[config.mk]
export PLATFORM = sky130hd
export DESIGN_NAME = ram_burst_master
export DESIGN_NICKNAME = d
export VERILOG_FILES = /design/src/rtl/ram_burst_master.sv
export SDC_FILE = /design/constraint.sdc
export NUM_CORES = 1
export LEC_CHECK = 0
export BUFFER_PORTS_ARGS = -buffer_cell sky130_fd_sc_hd__clkbuf_2
export CAP_MARGIN = 10
export CORE_MARGIN = 3
export CORE_UTILIZATION = 25
export CTS_BUF_LIST = sky130_fd_sc_hd__clkbuf_4 sky130_fd_sc_hd__clkbuf_8
export DETAILED_ROUTE_END_ITERATION = 8
export PLACE_DENSITY = 0.51
export SYNTH_ARGS = -nofsm -noshare
export SYNTH_HDL_FRONTEND = slang
export SYNTH_SLANG_ARGS = --single-unit
[constraint.sdc]
create_clock -name clk -period 4.95 [get_ports clk]
set_clock_uncertainty 0.2 [all_clocks]
set_input_delay 0.495 -clock clk [delete_from_list [all_inputs] [get_ports clk]]
set_output_delay 0.495 -clock clk [all_outputs]
set_load 0.02 [all_outputs]
[src/rtl/ram_burst_master.sv]
// ram_burst_master: burst initiator for a synchronous single-port RAM with a
// 1-cycle registered read. A command (start address, beats-1, direction) is
// taken on a valid/ready handshake; write bursts move a valid/ready input
// stream into RAM, read bursts return RAM words on a valid/ready output stream
// through a 2-entry skid FIFO so backpressure never drops or reorders data.
//
// Ports:
//   clk, rst_n                       clock, async active-low reset
//   cmd_valid/cmd_ready              command handshake
//   cmd_write, cmd_addr, cmd_len     direction, start address, beats-1
//   wr_valid/wr_ready, wr_data       write data stream (into RAM)
//   rd_valid/rd_ready, rd_data       read data stream (out of RAM)
//   rd_last                          final beat of a read burst
//   ram_addr, ram_din, ram_we        RAM request port
//   ram_dout                         RAM read data (valid cycle after issue)
//   busy                             burst in progress
//   done                             one-cycle pulse after the final beat
module ram_burst_master #(
  parameter int unsigned DATA_WIDTH = 8,
  parameter int unsigned ADDR_WIDTH = 4,
  parameter int unsigned LEN_WIDTH  = 4
) (
  input  logic                  clk,
  input  logic                  rst_n,
  input  logic                  cmd_valid,
  output logic                  cmd_ready,
  input  logic                  cmd_write,
  input  logic [ADDR_WIDTH-1:0] cmd_addr,
  input  logic [LEN_WIDTH-1:0]  cmd_len,
  input  logic                  wr_valid,
  output logic                  wr_ready,
  input  logic [DATA_WIDTH-1:0] wr_data,
  output logic                  rd_valid,
  input  logic                  rd_ready,
  output logic [DATA_WIDTH-1:0] rd_data,
  output logic                  rd_last,
  output logic [ADDR_WIDTH-1:0] ram_addr,
  output logic [DATA_WIDTH-1:0] ram_din,
  output logic                  ram_we,
  input  logic [DATA_WIDTH-1:0] ram_dout,
  output logic                  busy,
  output logic                  done
);

  localparam int unsigned CNT_WIDTH = LEN_WIDTH + 1;
  localparam int unsigned OCC_WIDTH = 3;

  typedef enum logic [1:0] {
    IDLE  = 2'd0,
    WRITE = 2'd1,
    READ  = 2'd2
  } state_t;

  state_t                  state;
  logic [ADDR_WIDTH-1:0]   addr_q;
  logic [CNT_WIDTH-1:0]    beats_left;   // beats still to issue (write: to accept)
  logic [LEN_WIDTH-1:0]    out_left;     // read beats still to deliver, minus one
  logic                    inflight_q;   // RAM read issued last cycle
  logic [DATA_WIDTH-1:0]   fifo_mem [2];
  logic                    fifo_wptr;
  logic                    fifo_rptr;
  logic [1:0]              fifo_cnt;

  logic                    cmd_hs;
  logic                    wr_hs;
  logic                    pop;
  logic                    issue;
  logic [OCC_WIDTH-1:0]    occupancy;

  // Handshakes and stream/RAM port outputs derived from registered state
  assign cmd_hs    = cmd_valid && (state == IDLE);
  assign wr_hs     = wr_valid && (state == WRITE);
  assign pop       = rd_valid && rd_ready;

  assign cmd_ready = (state == IDLE);
  assign busy      = (state != IDLE);
  assign wr_ready  = (state == WRITE);
  assign rd_valid  = (state == READ) && (fifo_cnt != 2'd0);
  assign rd_data   = fifo_mem[fifo_rptr];
  assign rd_last   = rd_valid && (out_left == '0);
  assign ram_addr  = addr_q;
  assign ram_we    = wr_hs;
  assign ram_din   = (state == WRITE) ? wr_data : '0;

  // Issue only if the word will have a FIFO slot once it returns, counting
  // the word already in flight and any slot freed by this cycle's pop.
  always_comb begin
    occupancy = OCC_WIDTH'(fifo_cnt) + OCC_WIDTH'(inflight_q) - OCC_WIDTH'(pop);
    issue     = (state == READ) && (beats_left != '0) && (occupancy < OCC_WIDTH'(2));
  end

  // Burst FSM, address/beat counters, read pipeline and output FIFO
  always_ff @(posedge clk or negedge rst_n) begin
    if (!rst_n) begin
      state      <= IDLE;
      addr_q     <= '0;
      beats_left <= '0;
      out_left   <= '0;
      inflight_q <= 1'b0;
      fifo_wptr  <= 1'b0;
      fifo_rptr  <= 1'b0;
      fifo_cnt   <= 2'd0;
      done       <= 1'b0;
      for (int i = 0; i < 2; i++) fifo_mem[i] <= '0;
    end else begin
      done       <= 1'b0;
      inflight_q <= issue;

      case (state)
        IDLE: begin
          if (cmd_hs) begin
            addr_q     <= cmd_addr;
            beats_left <= CNT_WIDTH'(cmd_len) + CNT_WIDTH'(1);
            out_left   <= cmd_len;
            state      <= cmd_write ? WRITE : READ;
          end
        end
        WRITE: begin
          if (wr_hs) begin
            addr_q     <= addr_q + ADDR_WIDTH'(1);
            beats_left <= beats_left - CNT_WIDTH'(1);
            if (beats_left == CNT_WIDTH'(1)) begin
              state <= IDLE;
              done  <= 1'b1;
            end
          end
        end
        READ: begin
          if (issue) begin
            addr_q     <= addr_q + ADDR_WIDTH'(1);
            beats_left <= beats_left - CNT_WIDTH'(1);
          end
          if (pop) begin
            if (out_left == '0) begin
              state <= IDLE;
              done  <= 1'b1;
            end else begin
              out_left <= out_left - LEN_WIDTH'(1);
            end
          end
        end
        default: state <= IDLE;
      endcase

      // RAM word returns one cycle after issue
      if (inflight_q) begin
        fifo_mem[fifo_wptr] <= ram_dout;
        fifo_wptr           <= ~fifo_wptr;
      end
      if (pop) fifo_rptr <= ~fifo_rptr;
      fifo_cnt <= fifo_cnt + 2'(inflight_q) - 2'(pop);
    end
  end

endmodule

==> metrics.txt, run 1 <==
setup repair after global routing missed its margin=false; # port buffers=56; ys async rst share=100.0%; post-route cell area=0.002630 mm2; Final Critical Period=3.647 ns; CTS root buf=clkbuf_8; CTS Buf Count=5; Static Leak=1.213 nW; Critical Path RT=4.98 ns; CP Capture Type=register; CTS tree=done; Diodes inserted=0; status=complete, no violations; Synthesis Warnings=0; Initial Utilization=25.87%; Clock transition at path regs=0.08 ns; die footprint=0.009645 mm2; share of cells above drive strength 1=35.98%; worst hold path type=primary input to asynchronous set/reset pin; Crit path largest cell delay=0.51 ns; Iter 0 DRT Violations=87; maximum vdd drop=0.3459 mV; I/O pin total=57; chip height=98.21 um; Synth Net Count=246; crit start category=register; share of the synthesized area in the top cell type=43.56%; number of synthesized flops with an enable pin=0; vias per cell=4.631; Seq/Total Area, Yosys=43.56%; cell mode on critical path=ha_1; fin crit share=73.67%; first-pass GRT wire length=8735 um; Synth area leaders=dfrtp_1, mux2_2, ha_1; Max Cap Violations=0; H-Tree Depth=2; pwr/cell area=681.7 mW/mm2; vias in the first global route=1776; setup tns final=0 ns; fin. max-slew vios=0; CTS sink count=37; mean post-synth cell area=10.32 um2; worst slew pin tran=1.128 ns; Crit Path Class=register to register; clock buffer depth=2; Final Hold Fails=0; largest net degree at the start of global routing=38; Nets=303; initial antenna violation count=0; CTS Hold Buffers Added=0; Yosys cell types=43; final core utilization=32.01%; synthesized cell area=0.002126 mm2; Peak Freq=0.2742 GHz; overall routing resource usage=11.02%; vias=1709; Site Rows=33; most common cell in the netlist=dfrtp_1; CP Cell Sequence=inv_1 > ha_1 > o211ai_1 > or2_2 > nand2_1 > ha_1 > fa_1 > o31a_4 > or4_1 > nand4_1; 1st-pass router iterations=4; Resize count post-CTS=0; cell taking the most area after synthesis=dfrtp_1; top_reg_cell synth=dfrtp_1; GR Overflow Total=0; WP data arrival=3.67 ns; core area=0.008217 mm2; number of routed nets with antenna violations=0; Layout area overhead=23.72%; Placer Congestion=0.7362; Max stage delay cell, worst path=or4_1; detailed-route wire length per cell=13.40 um; crit-path max FO=14; Relative slew margins=23.59%; latest clock arrival within the worst-skew pair=0.29 ns; Die W=98.21 um; total power=0.001793 W; number of synthesized register bits=37; postcts setup bufs=0; hpwl dp=3720 um; Residual DRC=0; Mapped Cells=206; list of most frequent post-synthesis cells=dfrtp_1, mux2_2, nand2_1, nand3_1, o21ai_0; Placed Area=0.002515 mm2; setup violators final=0; post-detailed-routing wire length=4944 um
[layout make-up]
cell class	instances	area (um2)
Fill cell	855	5587
Multi-Input combinational cell	151	1129
Sequential cell	37	925.9
Timing Repair Buffer	57	287.8
Tap cell	105	131.4
Clock buffer	5	68.82
Clock inverter	3	46.29
Inverter	11	41.29
[cells in the final DEF (no fill, tap or decap), types with 2 or more instances in the layout]
cell      netlist  routed
a211oi_1        2       2
a21oi_1         6       6
and2_1         10      10
and3_1          3       3
clkbuf_2        0      56
clkbuf_8        0       5
dfrtp_1        37      37
ha_1            9       9
inv_1          10      10
mux2_2         25      25
mux2i_1         6       6
nand2_1        13      13
nand2b_1        4       4
nand3_1        13      13
nand4_1         7       7
nor2_1          8       8
nor3_1          4       4
o21ai_0        11      11
o22ai_1         4       4
or4_1           2       2
xnor2_1         3       3
xor2_1          2       2
[where the power goes]
group	total, W	internal (W)	switching [W]
logic	0.000950	0.000401	0.000549
clock network	0.000266	0.000151	0.000115
registers	0.000578	0.000452	0.000126
total	0.00179	0.00100	0.000790
[per-stage QoR]
step,cells,setup slack (ns),hold WS (ns)
finish,369,1.303,0.1263
global route,369,1.052,0.2157
CTS,369,1.292,0.1690
detailed placement,361,1.299,0.2819
global placement,361,1.416,0.2774
floorplan,206,1.671,-0.0005910
[sequential cells by signal (all words and copies together), names as in the netlist]
| signal | cells |
|---|---|
| done | 1 |
| out_left | 4 |
| fifo_rptr | 1 |
| ram_addr | 4 |
| state | 2 |
| fifo_cnt | 2 |
| fifo_mem | 16 |
| inflight_q | 1 |
| fifo_wptr | 1 |
| beats_left | 5 |
[per-layer routing]
| metal | GRT usage (%) | routed length, um |
|---|---|---|
| met1 | 14.50 | 2367 |
| met2 | 18.12 | 2295 |
| met3 | 3.071 | 239 |
| met4 | 2.521 | 42 |
| met5 | 0 | 0 |
[kinds of logic (layout without fill, tap and decap cells)]
group / after synthesis / in the layout / share of synthesized area, %
compound gates: 33 / 33 / 10.18
fa+ha+maj: 10 / 10 / 6.239
buf+inv: 18 / 76 / 3.355
xor+xnor: 5 / 5 / 2.060
flops: 37 / 37 / 43.56
mux: 31 / 31 / 16.07
simple gates: 72 / 72 / 18.54
[path summary, 6_finish.rpt]
kind / slack (ns) / start / endpoint / cells after the start
worst max-delay path: 1.30 / state[0] / beats_left[4] / 10
worst min-delay path: 0.13 / rst_n / fifo_mem[4] / 1
worst max register to register: 1.30 / state[0] / beats_left[4] / 10
worst min register to register: 0.29 / fifo_wptr / fifo_wptr / 1
max in group asynchronous: 3.85 / rst_n / ram_addr[0] / 1
min in group clk: 0.25 / cmd_write / state[0] / 3
[worst max-delay path, delay by kind of cell, from the launching register on]
family          cells  cell delay (ns)
fa+ha+maj           3             1.12
simple gates        4             1.05
buf+inv             1             0.10
compound gates      2             0.72
flops               1             0.38
Note: power is estimated with default switching activity, not from simulation.
==> run 2: changes to the inputs <==
Settings changed: PLACE_DENSITY 0.51 to 0.53.
Clock period 4.95 ns to 3.2 ns, I/O delays scaled along.
==> run 2 against run 1 <==
Compared with the run above: the flow now finishes with violations (hold timing); die area is the same; final cell count grew 1.1%; fmax grew 20%; critical endpoint unchanged; clock-buffer cell count stayed put; sequential power increased by 55%; flip-flop and latch count did not move; clock power increased by 89%; critical path depth increased by 2; first-iteration DRC count rose by 2.3%; largest power group unchanged.
==> metrics.txt, run 2 (synthesized netlist as in run 1, its figures left out) <==
switching power share of the total=42.92%; clock buffer depth=2; Static Leak=1.245 nW; Clock transition at path regs=0.09 ns; latest clock arrival within the worst-skew pair=0.29 ns; maximum vdd drop=0.5228 mV; fin. max-slew vios=0; Pint=0.001667 W; H-Tree Depth=2; core area=0.008217 mm2; final core utilization=32.83%; Peak Freq=0.3296 GHz; Crit Path Class=register to register; post-route cell area=0.002698 mm2; first-pass GRT wire length=8376 um; R2R setup slack=0.17 ns; r2r worst-path depth=12; die footprint=0.009645 mm2; worst slew pin tran=0.9601 ns; chip height=98.21 um; detailed-route wire length per cell=13.57 um; CTS Buf Count=5; r2r endpoint=beats_left[4]; Critical Path RT=3.23 ns; status=complete, but fails checks; Net Sw Power=0.001254 W; initial antenna violation count=0; largest net degree at the start of global routing=38; Relative slew margins=36.00%; 1st-pass router iterations=6; crit-path max FO=10; Fillers=848; Comb power frac=52.1%; CTS sink count=37; Hold Worst Slack=-0.03317 ns; worst hold path type=primary input to asynchronous set/reset pin; Residual DRC=0; failing checks=hold timing; Placer Congestion=0.7658; post-detailed-routing wire length=5063 um; Initial Utilization=25.87%; postcts setup bufs=0; share of cells above drive strength 1=38.06%; commonest non-fill, non-tap cells in the layout=clkbuf_2, dfrtp_1, mux2_2; number of routed nets with antenna violations=0; sequential group share of total power=30.7%; WP data arrival=3.07 ns; Critical R2R Launch=state[0]; most common cell after layout, fill and taps aside=clkbuf_2; vias per cell=4.668; setup tns final=0 ns; Die W=98.21 um; Final Critical Period=3.034 ns; Layout area overhead=26.90%; CTS root buf=clkbuf_8; crit start category=register; setup violators final=0; Iter 0 DRT Violations=89; biggest regs=fifo_mem (16), beats_left (5); GR Overflow Total=0; setup repair after global routing missed its margin=false; # port buffers=56; critical path endpoint=beats_left[4]; CP Capture Type=register; vias in the first global route=1686; Placed Area=0.002557 mm2; hpwl dp=3734 um; Final Non-Filler Cells=373; Diodes inserted=0; Nets=307; overall routing resource usage=10.69%; total power=0.002921 W; max reg flops=16; fin crit share=94.81%; CP startpoint=state[0]; Site Rows=33; I/O pin total=57; Max Cap Violations=0; CTS tree=done; vias=1741; Final Hold Fails=37; Inst Count DP=365; pwr/cell area=1083 mW/mm2; largest reg by FF count=fifo_mem; clock network power share=17.2%
[run 2: critical path, stage by stage (launching register included)]
cell	delay, ns
dfrtp_1	0.39
inv_2	0.09
ha_4	0.13
o211ai_1	0.14
buf_4	0.18
nand2_1	0.05
nand2_1	0.05
ha_1	0.19
fa_2	0.36
xnor2_1	0.17
o31a_4	0.42
or4_1	0.51
nand4_1	0.10
[run 2: power by group through the flow]
stage                     Sequential, W  Combinational [W]  Clock [W]
after floorplan                0.000869            0.00113          0
after global placement         0.000896            0.00151          0
after detailed placement       0.000902            0.00153          0
after CTS                      0.000896            0.00153   0.000512
after global routing           0.000934            0.00168   0.000538
final                          0.000898            0.00152   0.000502
[run 2: what timing repair did]
item                       CTS  global route
setup endpoints to repair    0             2
hold buffers                 0             0
resized for setup            0             2
[run 2: stage by stage]
step	worst slack, ns	hold slack (ns)
finish	0.1661	-0.03317
global route	0.02426	0.04821
CTS	0.05714	0.01780
detailed placement	0.05284	0.2777
global placement	0.1329	0.2756
floorplan	0.001945	-0.1756
[run 2: per-layer routing]
| metal | vias up | share of wire (%) | global-route usage (%) |
|---|---|---|---|
| met5 | - | 0 | 0 |
| met4 | 0 | 0.87 | 2.941 |
| met3 | 6 | 5.4 | 3.000 |
| met2 | 41 | 46 | 16.54 |
| met1 | 823 | 48 | 14.69 |
| li1 | 871 | - | - |
[run 2: worst min-delay path by stage]
stage,from,end,slack (ns)
6_report,rst_n,inflight_q,-0.03
5_1_grt,rst_n,fifo_mem[5],0.05
4_1_cts,rst_n,fifo_mem[5],0.02
3_5_place_dp,fifo_wptr,fifo_wptr,0.28
3_3_place_gp,fifo_wptr,fifo_wptr,0.28
2_1_floorplan,rst_n,beats_left[0],-0.18
[run 2: area by class of cell]
cell class | count | area, um2 | share of cell area (%)
inverters | 11 | 41.29 | 1.531
clock inverters | 3 | 68.82 | 2.551
clock buffers | 5 | 68.82 | 2.551
multi-input cells | 151 | 1144 | 42.39
well taps | 105 | 131.4 | 4.870
repair buffers | 61 | 317.8 | 11.78
flip-flops and latches | 37 | 925.9 | 34.32
